**src/rtl/uart_rx_param.sv**
```systemverilog
// uart_rx_param -- parametrised UART receiver (DATA_BITS, OVERSAMPLE, parity, stop bits).
//
// Ports:
//   clk        in   system clock, all logic rising-edge
//   rst        in   asynchronous active-high reset
//   tick       in   one-clk pulse at OVERSAMPLE x baud; the FSM only moves on tick
//   rx         in   asynchronous serial line, idle high (2-flop synchronised internally)
//   data_out   out  received word, held while valid and until the next load
//   valid      out  data_out / parity_err / frame_err hold an unconsumed frame
//   ready_in   in   consumer accepts on a clk edge with valid && ready_in
//   parity_err out  parity mismatch of the held frame (always 0 when PARITY_MODE=0)
//   frame_err  out  a stop bit of the held frame was sampled low
//   overrun    out  one-clk pulse: a frame completed while a held frame was not accepted
//   busy       out  FSM is outside IDLE
//
// Optional build macro UART_RX_MAJORITY_EN: each bit is taken as the 2-of-3 majority of
// the samples at counter values mid-1, mid and mid+1; the decision is made at mid+1.
module uart_rx_param #(
    parameter int DATA_BITS   = 8,
    parameter int OVERSAMPLE  = 16,
    parameter int PARITY_MODE = 0,
    parameter int STOP_BITS   = 1
) (
    input  logic                 clk,
    input  logic                 rst,
    input  logic                 tick,
    input  logic                 rx,
    output logic [DATA_BITS-1:0] data_out,
    output logic                 valid,
    input  logic                 ready_in,
    output logic                 parity_err,
    output logic                 frame_err,
    output logic                 overrun,
    output logic                 busy
);
    localparam int CW = $clog2(OVERSAMPLE + 1);
    localparam int BW = $clog2(DATA_BITS + 1);
    localparam logic [1:0] PMODE = 2'(PARITY_MODE);

`ifdef UART_RX_MAJORITY_EN
    // Decision one tick after the bit centre; reloading with 1 keeps the next
    // centre exactly OVERSAMPLE ticks after this one.
    localparam logic [CW-1:0] START_DEC  = CW'(OVERSAMPLE / 2);
    localparam logic [CW-1:0] BIT_DEC    = CW'(OVERSAMPLE);
    localparam logic [CW-1:0] CNT_RELOAD = CW'(1);
`else
    localparam logic [CW-1:0] START_DEC  = CW'(OVERSAMPLE / 2 - 1);
    localparam logic [CW-1:0] BIT_DEC    = CW'(OVERSAMPLE - 1);
    localparam logic [CW-1:0] CNT_RELOAD = CW'(0);
`endif

    typedef enum logic [2:0] {
        S_IDLE   = 3'd0,
        S_START  = 3'd1,
        S_DATA   = 3'd2,
        S_PARITY = 3'd3,
        S_STOP   = 3'd4,
        S_BRK    = 3'd5
    } state_t;

    // Parity error for a completed frame: odd mode wants XOR==1, even mode wants XOR==0.
    function automatic logic parity_err_f(input logic [DATA_BITS-1:0] d, input logic p);
        logic x;
        x = ^{d, p};
        case (PMODE)
            2'd1:    return ~x;
            2'd2:    return x;
            default: return 1'b0;
        endcase
    endfunction

    state_t                 state_q, state_d;
    logic [CW-1:0]          cnt_q, cnt_d;
    logic [BW-1:0]          bit_cnt_q, bit_cnt_d;
    logic [DATA_BITS-1:0]   shift_q, shift_d;
    logic                   par_bit_q, par_bit_d;
    logic                   ferr_acc_q, ferr_acc_d;
    logic                   rx_meta_q, rx_sync_q;
    logic [DATA_BITS-1:0]   data_q, data_d;
    logic                   valid_q, valid_d;
    logic                   perr_q, perr_d;
    logic                   ferr_q, ferr_d;
    logic                   ovr_q, ovr_d;
    logic                   busy_q, busy_d;

    logic                   rx_s;
    logic                   bit_s;
    logic [CW-1:0]          dec_s;
    logic                   at_dec_s;
    logic                   done_s;
    logic                   done_ferr_s;

    assign rx_s     = rx_sync_q;
    assign dec_s    = (state_q == S_START) ? START_DEC : BIT_DEC;
    assign at_dec_s = (cnt_q == dec_s);

`ifdef UART_RX_MAJORITY_EN
    logic hist0_q, hist0_d, hist1_q, hist1_d;

    function automatic logic maj3(input logic a, input logic b, input logic c);
        return (a & b) | (a & c) | (b & c);
    endfunction

    assign bit_s = maj3(hist0_q, hist1_q, rx_s);

    // Capture the two samples preceding the decision tick.
    always_comb begin
        hist0_d = hist0_q;
        hist1_d = hist1_q;
        if (tick && (cnt_q == dec_s - CW'(2))) begin
            hist0_d = rx_s;
        end else if (tick && (cnt_q == dec_s - CW'(1))) begin
            hist1_d = rx_s;
        end else begin
            hist0_d = hist0_q;
        end
    end

    // Majority history registers.
    always_ff @(posedge clk or posedge rst) begin
        if (rst) begin
            hist0_q <= 1'b1;
            hist1_q <= 1'b1;
        end else begin
            hist0_q <= hist0_d;
            hist1_q <= hist1_d;
        end
    end
`else
    assign bit_s = rx_s;
`endif

    // Receive FSM next-state logic; everything advances only on tick.
    always_comb begin
        state_d     = state_q;
        cnt_d       = cnt_q;
        bit_cnt_d   = bit_cnt_q;
        shift_d     = shift_q;
        par_bit_d   = par_bit_q;
        ferr_acc_d  = ferr_acc_q;
        done_s      = 1'b0;
        done_ferr_s = 1'b0;
        if (tick) begin
            case (state_q)
                S_IDLE: begin
                    cnt_d = '0;
                    if (!rx_s) begin
                        state_d = S_START;
                    end else begin
                        state_d = S_IDLE;
                    end
                end
                S_START: begin
                    if (!at_dec_s) begin
                        cnt_d = cnt_q + CW'(1);
                    end else if (bit_s) begin
                        state_d = S_IDLE;   // glitch, not a start bit
                        cnt_d   = '0;
                    end else begin
                        state_d    = S_DATA;
                        cnt_d      = CNT_RELOAD;
                        bit_cnt_d  = '0;
                        ferr_acc_d = 1'b0;
                    end
                end
                S_DATA: begin
                    if (!at_dec_s) begin
                        cnt_d = cnt_q + CW'(1);
                    end else begin
                        shift_d = {bit_s, shift_q[DATA_BITS-1:1]};   // LSB first
                        cnt_d   = CNT_RELOAD;
                        if (bit_cnt_q == BW'(DATA_BITS - 1)) begin
                            bit_cnt_d = '0;
                            state_d   = (PMODE != 2'd0) ? S_PARITY : S_STOP;
                        end else begin
                            bit_cnt_d = bit_cnt_q + BW'(1);
                        end
                    end
                end
                S_PARITY: begin
                    if (!at_dec_s) begin
                        cnt_d = cnt_q + CW'(1);
                    end else begin
                        par_bit_d = bit_s;
                        cnt_d     = CNT_RELOAD;
                        state_d   = S_STOP;
                    end
                end
                S_STOP: begin
                    if (!at_dec_s) begin
                        cnt_d = cnt_q + CW'(1);
                    end else if (bit_cnt_q == BW'(STOP_BITS - 1)) begin
                        // Last stop sample: frame completes here, mid stop bit.
                        done_s      = 1'b1;
                        done_ferr_s = ferr_acc_q | ~bit_s;
                        cnt_d       = '0;
                        bit_cnt_d   = '0;
                        state_d     = (ferr_acc_q | ~bit_s) ? S_BRK : S_IDLE;
                    end else begin
                        ferr_acc_d = ferr_acc_q | ~bit_s;
                        cnt_d      = CNT_RELOAD;
                        bit_cnt_d  = bit_cnt_q + BW'(1);
                    end
                end
                S_BRK: begin
                    // Wait for the line to return high so a break is not a new start.
                    if (rx_s) begin
                        state_d = S_IDLE;
                    end else begin
                        state_d = S_BRK;
                    end
                end
                default: begin
                    state_d = S_IDLE;
                    cnt_d   = '0;
                end
            endcase
        end else begin
            state_d = state_q;
        end
    end

    // Output handshake: load, accept, or flag overrun; runs every clk.
    always_comb begin
        data_d  = data_q;
        valid_d = valid_q;
        perr_d  = perr_q;
        ferr_d  = ferr_q;
        ovr_d   = 1'b0;
        busy_d  = (state_d != S_IDLE);
        if (done_s) begin
            if (valid_q && !ready_in) begin
                ovr_d = 1'b1;   // held frame kept, new one dropped
            end else begin
                data_d  = shift_q;
                perr_d  = parity_err_f(shift_q, par_bit_q);
                ferr_d  = done_ferr_s;
                valid_d = 1'b1;
            end
        end else if (valid_q && ready_in) begin
            valid_d = 1'b0;
        end else begin
            valid_d = valid_q;
        end
    end

    // State, datapath, synchroniser and output registers.
    always_ff @(posedge clk or posedge rst) begin
        if (rst) begin
            state_q    <= S_IDLE;
            cnt_q      <= '0;
            bit_cnt_q  <= '0;
            shift_q    <= '0;
            par_bit_q  <= 1'b0;
            ferr_acc_q <= 1'b0;
            rx_meta_q  <= 1'b1;
            rx_sync_q  <= 1'b1;
            data_q     <= '0;
            valid_q    <= 1'b0;
            perr_q     <= 1'b0;
            ferr_q     <= 1'b0;
            ovr_q      <= 1'b0;
            busy_q     <= 1'b0;
        end else begin
            state_q    <= state_d;
            cnt_q      <= cnt_d;
            bit_cnt_q  <= bit_cnt_d;
            shift_q    <= shift_d;
            par_bit_q  <= par_bit_d;
            ferr_acc_q <= ferr_acc_d;
            rx_meta_q  <= rx;
            rx_sync_q  <= rx_meta_q;
            data_q     <= data_d;
            valid_q    <= valid_d;
            perr_q     <= perr_d;
            ferr_q     <= ferr_d;
            ovr_q      <= ovr_d;
            busy_q     <= busy_d;
        end
    end

    assign data_out   = data_q;
    assign valid      = valid_q;
    assign parity_err = perr_q;
    assign frame_err  = ferr_q;
    assign overrun    = ovr_q;
    assign busy       = busy_q;

endmodule

```
**config.mk**
```make
export PLATFORM = sky130hd
export DESIGN_NAME = uart_rx_param
export DESIGN_NICKNAME = d
export VERILOG_FILES = /design/src/rtl/uart_rx_param.sv
export SDC_FILE = /design/constraint.sdc
export NUM_CORES = 1
export LEC_CHECK = 0
export ABC_AREA = 1
export BUFFER_PORTS_ARGS = -buffer_cell sky130_fd_sc_hd__buf_2
export CORE_UTILIZATION = 58
export DETAILED_ROUTE_END_ITERATION = 10
export GPL_TIMING_DRIVEN = 0
export PLACE_DENSITY = 0.79
export REMOVE_ABC_BUFFERS = 1
export SYNTH_ARGS = -nofsm -noshare
export SYNTH_HDL_FRONTEND = slang
export SYNTH_SLANG_ARGS = --single-unit
```
**constraint.sdc**
```tcl
create_clock -name clk -period 2.2 [get_ports clk]
set_input_delay 0.33 -clock clk [delete_from_list [all_inputs] [get_ports clk]]
set_output_delay 0.33 -clock clk [all_outputs]
set_load 0.005 [all_outputs]
```
==> results of run 1 <==
-- worst max path at each step --
stage                       from          end  slack [ns]  depth (start not counted)
finish                  cnt_q[0]         busy        0.42                         10
global route            cnt_q[0]         busy        0.25                         10
CTS                 bit_cnt_q[0]  data_out[7]        0.40                          9
detailed placement  bit_cnt_q[0]  data_out[7]        0.42                          9
global placement        cnt_q[0]         busy        0.46                         10
floorplan               cnt_q[0]         busy        0.66                         10
-- worst reg2reg max path: stages, from the launching register on --
cell and delay (ns):
dfrtp_1 0.39, ha_1 0.17, nand2_1 0.12, nor2_4 0.22, nand3_1 0.26, a21oi_1 0.20, nand2_1 0.07, nand2_1 0.05
nand2_1 0.06, nor2_1 0.08, nand2_1 0.05
-- metal layers --
| metal | global-route usage, % | vias to the layer above | routed length, um |
|---|---|---|---|
| met5 | 0 | - | 0 |
| met4 | 10.5 | 0 | 61 |
| met3 | 6.80 | 7 | 129 |
| met2 | 34.2 | 29 | 1500 |
| met1 | 29.0 | 618 | 1430 |
| li1 | - | 733 | - |
-- synthesized netlist by cell type --
cell and count:
nor4_1 1, nand2_1 56, conb_1 1, buf_2 2, nor2_4 2, buf_6 1
o21ai_0 16, nand2_2 1, dfrtp_1 33, inv_1 31, nand3_1 20, inv_2 3
o22ai_1 2, nand3_4 2, buf_4 1, o21ai_1 2, nor3_1 3, a21oi_1 7
dfstp_2 2, xor2_1 2, o21ai_2 8, nor2_1 15, nand4_2 1, ha_1 3
nand2_4 1, a22oi_1 1
-- state kept, by name, indices dropped and copies added (netlist names) --
| name | flops |
|---|---|
| cnt_q | 5 |
| data_out | 8 |
| frame_err | 1 |
| overrun | 1 |
| rx_meta_q | 1 |
| busy | 1 |
| state_q | 3 |
| bit_s | 1 |
| bit_cnt_q | 4 |
| shift_q | 8 |
| ferr_acc_q | 1 |
| valid | 1 |
-- per-stage QoR --
| step | cell area, um2 | power, uW | utilization, % | instances |
|---|---|---|---|---|
| after floorplan | 1760 | 1040 | - | 213 |
| after global placement | 1870 | 1120 | 66.3 | 260 |
| after detailed placement | 1870 | 1130 | 66.3 | 260 |
| after CTS | 1930 | 1480 | 68.2 | 267 |
| after global routing | 1930 | 1580 | 68.2 | 267 |
| final | 1930 | 1460 | 68.2 | 267 |
-- cell families (layout without fill, tap and decap cells) --
| group | Yosys count | after routing | synth area share (%) |
|---|---|---|---|
| AND/OR/NAND/NOR | 102 | 102 | 26.6 |
| buffers and inverters | 38 | 57 | 8.77 |
| AO/OA/AOI/OAI | 36 | 36 | 12.1 |
| flip-flops | 35 | 35 | 49.2 |
| adder cells (fa/ha/maj) | 3 | 3 | 2.10 |
| XOR/XNOR | 2 | 2 | 0.982 |
| other | 1 | 1 | 0.210 |
-- where the power goes --
group / internal, uW / leakage, uW / total [uW] / switching (uW)
Sequential: 707 / 0.000452 / 768 / 61.0
Combinational: 119 / 0.000536 / 348 / 229
Clock: 148 / 0.0000341 / 347 / 199
-- cell type report --
class	count	area, um2
Clock buffer	6	51.3
Clock inverter	1	5.00
Fill cell	253	898
Inverter	34	128
Multi-Input combinational cell	144	749
Sequential cell	35	878
Tap cell	31	38.8
Timing Repair Buffer	16	80.1
==> summary.md, run 1 <==
| Metric | Value |
|---|---|
| Reg clk slew, reported paths | 0.10 ns |
| Hold WS | around 0.09 ns |
| Most common cell after layout, fill and taps aside | nand2_1 |
| Final Slew Violations | 0 |
| Sequential share of the synthesized area | about half |
| Path depth of the worst reg2reg path | 10 |
| Reg2reg setup slack | 0.42 ns |
| CP Class | flop to flop |
| # diodes | 0 |
| Worst r2r src | cnt_q[0] |
| Post-CTS sizing | 0 |
| Max stage delay on crit path | 0.39 ns |
| Total Routing Usage GR | 22.3% |
| Core area | 2830 um2 |
| Min Tclk post-route | 1.78 ns |
| Root Buffer | clkbuf_4 |
| Number of unique standard cell types used by synthesis | 26 |
| Syn avg cell area | 8.22 um2 |
| Final setup fails | 0 |
| Pwr/cell area | around 760 nW/um2 |
| PortBufs | 16 |
| CTS tree | done |
| H-Tree Level Count | 2 |
| Layout cells sized above 1 | between 10% and 20% |
| Crit-path most repeated cell | nand2_1 |
| Max IR drop VDD | 515 uV |
| Insertion delay to the later sink of the worst-skew pair | ~0.34 ns |
| Setup_tns | 0 ns |
| Rel. slew slack | 53.2% |
| Final Skew | 0.0101 ns |
| Clock buffer depth | 2 |
| Die Height | 57.5 um |
| GR Overflow Total | 0 |
| Reg2reg end | busy |
| CTS Hold Bufs | 0 |
| Total Wirelength | 3120 um |
| Post-CTS Setup Bufs | 0 |
| Max FO, Critical Path | 8 |
| Die ar. | 3300 um2 |
| Drt first pass iters | 4 |
| Iter 0 DRT Violations | 49 |
| Vias per cell | 5.19 |
| Result of the run | finished clean |
| Hold Violations, Final | 0 |
| Clock sink count | 35 |
| Post-Synthesis Cells | 217 |
| IO Pins | 18 |
| Inserted Clock Buffers | 5 |
| Final net count | 244 |
| Via count | 1387 |
| Gpl congestion | 0.941 |
| Top cell family by delay on the critical path | simple AND/OR/NAND/NOR gates |
| First-pass GRT wire length | 5340 um |
| Mapped cell area | 1780 um2 |
| Vias in the first global route | 1209 |
| Synth warn | 0 |
| Total DRC errors in the routed layout | 0 |
| Post-place setup slack | between 0.4 and 0.5 ns |
| Initial antenna violation count | 0 |
| Crit path buffers/inverters | 0 |
| Final period utilization | 80.8% |
| FP Rows | 19 |
| P&R area growth vs syn | 8.20% |
| Hpwl dp | 2270 um |
| CP cell instances | ha_1, nand2_1, nor2_4, nand3_1, a21oi_1, nand2_1, nand2_1, nand2_1, nor2_1, nand2_1 |
| Synth top area share | 46.3% |
| Total of max-cap violations | 0 |
| Arrival @ worst endpoint | 2.01 ns |
| Initial core utilization | 63.1% |
| Ranking of synthesized cells by area | dfrtp_1, nand2_1, inv_1 |
| Crit end category | flop |
| Final worst slack | 0.422 ns |
| Measured slew at the worst slew-check pin | about 0.7 ns |
| WL/cell | around 12 um |
| Die W | 57.5 um |
| HP Class | primary input to asynchronous set/reset pin |
| RSZ-0062 raised after global routing | no |
| Worst endpoint required time | 2.43 ns |
| Startpoint Class | flop |
| Most frequent cells in the layout | nand2_1, dfrtp_1, inv_1, nand3_1 |
| Pleak | 0.00102 uW |
| Final ANT Viol Nets | 0 |
| Slowest cell on the critical path | dfrtp_1 |
| Largest net degree at the start of global routing | 36 |
| Yosys top cell by area | dfrtp_1 |
| Peak Freq | approximately 560 MHz |
| Synth Register Bits | 35 |
No activity file was read; power rests on OpenSTA's default activity.
==> inputs of run 2 (changes only) <==
==> constraint.sdc (replaced) <==
create_clock -name clk -period 1.8 [get_ports clk]
set_input_delay 0.27 -clock clk [delete_from_list [all_inputs] [get_ports clk]]
set_output_delay 0.27 -clock clk [all_outputs]
set_load 0.005 [all_outputs]
==> summary.md, run 2 (synthesis results as in run 1) <==
| Metric | Value |
|---|---|
| IO Pins | 18 (unchanged) |
| Hpwl dp | 2270 um (unchanged) |
| Post-place setup slack | 0.0191 ns (was 0.419 ns) |
| Cell Area, Placed | 1870 um2 (unchanged) |
| Final ANT Viol Nets | 0 (unchanged) |
| Max FO, Critical Path | 8 (unchanged) |
| Result of the run | finished clean (unchanged) |
| Insertion delay to the later sink of the worst-skew pair | 0.34 ns (about the same) |
| Slowest cell on the critical path | dfrtp_1 (unchanged) |
| Pleak | 0.00102 uW (about the same) |
| Area of the multi-input gates | 787 um2 (was 749 um2) |
| Final net count | 246 (was 244) |
| Clock Power Share | 23.5% (was 23.7%) |
| Max stage delay on crit path | 0.39 ns (about the same) |
| Drt first pass iters | 4 (unchanged) |
| HP Class | primary input to asynchronous set/reset pin (unchanged) |
| GR Overflow Total | 0 (unchanged) |
| Total Wirelength | 3250 um (was 3120 um) |
| Most frequent cells in the layout | nand2_1, dfrtp_1, inv_1, nand3_1 (unchanged) |
| Crit-path most repeated cell | nand2_1 (unchanged) |
| Gpl congestion | 0.941 (unchanged) |
| # diodes | 0 (unchanged) |
| Final Skew | 0.00980 ns (was 0.0101 ns) |
| CTS tree | done (unchanged) |
| Rel. slew slack | 52.9% (was 53.2%) |
| Reg clk slew, reported paths | 0.10 ns (about the same) |
| Measured slew at the worst slew-check pin | 0.706 ns (was 0.701 ns) |
| CP cell instances | ha_1, nand2_1, nor2_4, nand3_2, a21oi_1, nand2_1, nand2_1, nand2_1, nor2_1, nand2_1 (was ha_1, nand2_1, nor2_4, nand3_1, a21oi_1, nand2_1, nand2_1, nand2_1, nor2_1, nand2_1) |
| RSZ-0062 raised after global routing | yes (was no) |
| Total of max-cap violations | 0 (unchanged) |
| Initial antenna violation count | 0 (unchanged) |
| First-pass GRT wire length | 5340 um (unchanged) |
| Arrival @ worst endpoint | 1.92 ns (was 2.01 ns) |
| Largest net degree at the start of global routing | 36 (unchanged) |
| Final Slew Violations | 0 (unchanged) |
| Vias per cell | 5.25 (was 5.19) |
| Vias in the first global route | 1209 (unchanged) |
| Via count | 1412 (was 1387) |
| Crit end category | flop (unchanged) |
| Max IR drop VDD | 650 uV (was 515 uV) |
| Comb power frac | 24.4% (was 23.8%) |
| Peak Freq | 595 MHz (was 563 MHz) |
| Post-CTS Setup Bufs | 0 (unchanged) |
| H-Tree Level Count | 2 (unchanged) |
| Initial core utilization | 63.1% (unchanged) |
| Layout cells sized above 1 | 21.8% (was 18.6%) |
| P_int | 1200 uW (was 974 uW) |
| Hold Violations, Final | 0 (unchanged) |
| P&R area growth vs syn | 10.9% (was 8.20%) |
| Pwr/cell area | 916 nW/um2 (was 758 nW/um2) |
| Root Buffer | clkbuf_4 (unchanged) |
| Seq pwr share | 52.1% (was 52.5%) |
| Iter 0 DRT Violations | 45 (was 49) |
| Core area | 2830 um2 (unchanged) |
| Total Routing Usage GR | 22.3% (unchanged) |
| Clock sink count | 35 (unchanged) |
| WL/cell | 12.1 um (was 11.7 um) |
| Final setup fails | 0 (unchanged) |
| Fillers | 249 (was 253) |
| Die Height | 57.5 um (unchanged) |
| Most common cell after layout, fill and taps aside | nand2_1 (unchanged) |
| Total DRC errors in the routed layout | 0 (unchanged) |
| Worst endpoint required time | 2.04 ns (was 2.43 ns) |
| Startpoint Class | flop (unchanged) |
| Final worst slack | 0.120 ns (was 0.422 ns) |
| Sw Share | 33.9% (was 33.5%) |
| CP Class | flop to flop (unchanged) |
| FP Rows | 19 (unchanged) |
| Final period utilization | 93.4% (was 80.8%) |
| Clock buffer depth | 2 (unchanged) |
| Register area | 880 um2 (was 878 um2) |
| Die ar. | 3300 um2 (unchanged) |
| Min Tclk post-route | 1.68 ns (was 1.78 ns) |
| NetSw | 615 uW (was 490 uW) |
| Inserted Clock Buffers | 5 (unchanged) |
| Die W | 57.5 um (unchanged) |
| Design Area, Final | 1980 um2 (was 1930 um2) |
| PortBufs | 16 (unchanged) |
## run 2: stage by stage
step / hold WS [ns] / setup TNS [ns] / util, % / power, uW / std cells
after global routing: 0.0786 / -0.146 / 70.0 / 1950 / 269
final: 0.0274 / 0 / 70.0 / 1810 / 269
after floorplan: 0.274 / 0 / - / 1280 / 213
after CTS: 0.0114 / 0 / 68.2 / 1810 / 267
after detailed placement: 0.349 / 0 / 66.3 / 1380 / 260
after global placement: 0.346 / 0 / 66.3 / 1360 / 260
## run 2: worst paths after layout
path	from	endpoint	slack, ns	cells after the start
setup / recovery	cnt_q[0]	busy	0.12	10
hold / removal	rst	data_out[0]	0.03	2
setup reg to reg	cnt_q[0]	busy	0.12	10
hold reg to reg	rx_meta_q	bit_s	0.36	0
max in group asynchronous	rst	state_q[0]	1.27	2
min in group clk	tick	state_q[1]	0.30	3
## run 2: area by class of cell
cell class              instances  area share, %
clock buffers                   6           2.59
clock inverters                 1          0.253
inverters                      34           6.45
multi-input cells             145           39.8
flip-flops and latches         35           44.4
well taps                      31           1.96
repair buffers                 17           4.55
## run 2: per-layer routing
| metal | vias to the layer above | part of all wire [%] | global-route usage, % |
|---|---|---|---|
| met4 | 0 | 1.8 | 10.5 |
| met1 | 637 | 47 | 29.0 |
| met2 | 29 | 47 | 34.2 |
| met3 | 6 | 4.3 | 6.80 |
| li1 | 740 | - | - |
| met5 | - | 0 | 0 |
## run 2: timing repair
| action | in CTS | in global routing |
|---|---|---|
| gates resized for setup | 0 | 8 |
| endpoints found under the hold margin | 0 | 1 |
| endpoints found under the setup margin | 0 | 24 |
| hold buffers | 0 | 1 |
## run 2: power by group through the flow
stage,sequential (uW),combinational (uW),clock [uW]
floorplan,938,339,0
global placement,950,414,0
detailed placement,951,424,0
CTS,938,428,443
global route,963,507,478
finish,945,442,427
## run 2: critical path, delay by kind of cell, from the launching register on
kind                     cells  cell delay [ns]
flip-flops                   1             0.39
adder cells (fa/ha/maj)      1             0.17
AND/OR/NAND/NOR              8             0.85
AO/OA/AOI/OAI                1             0.17
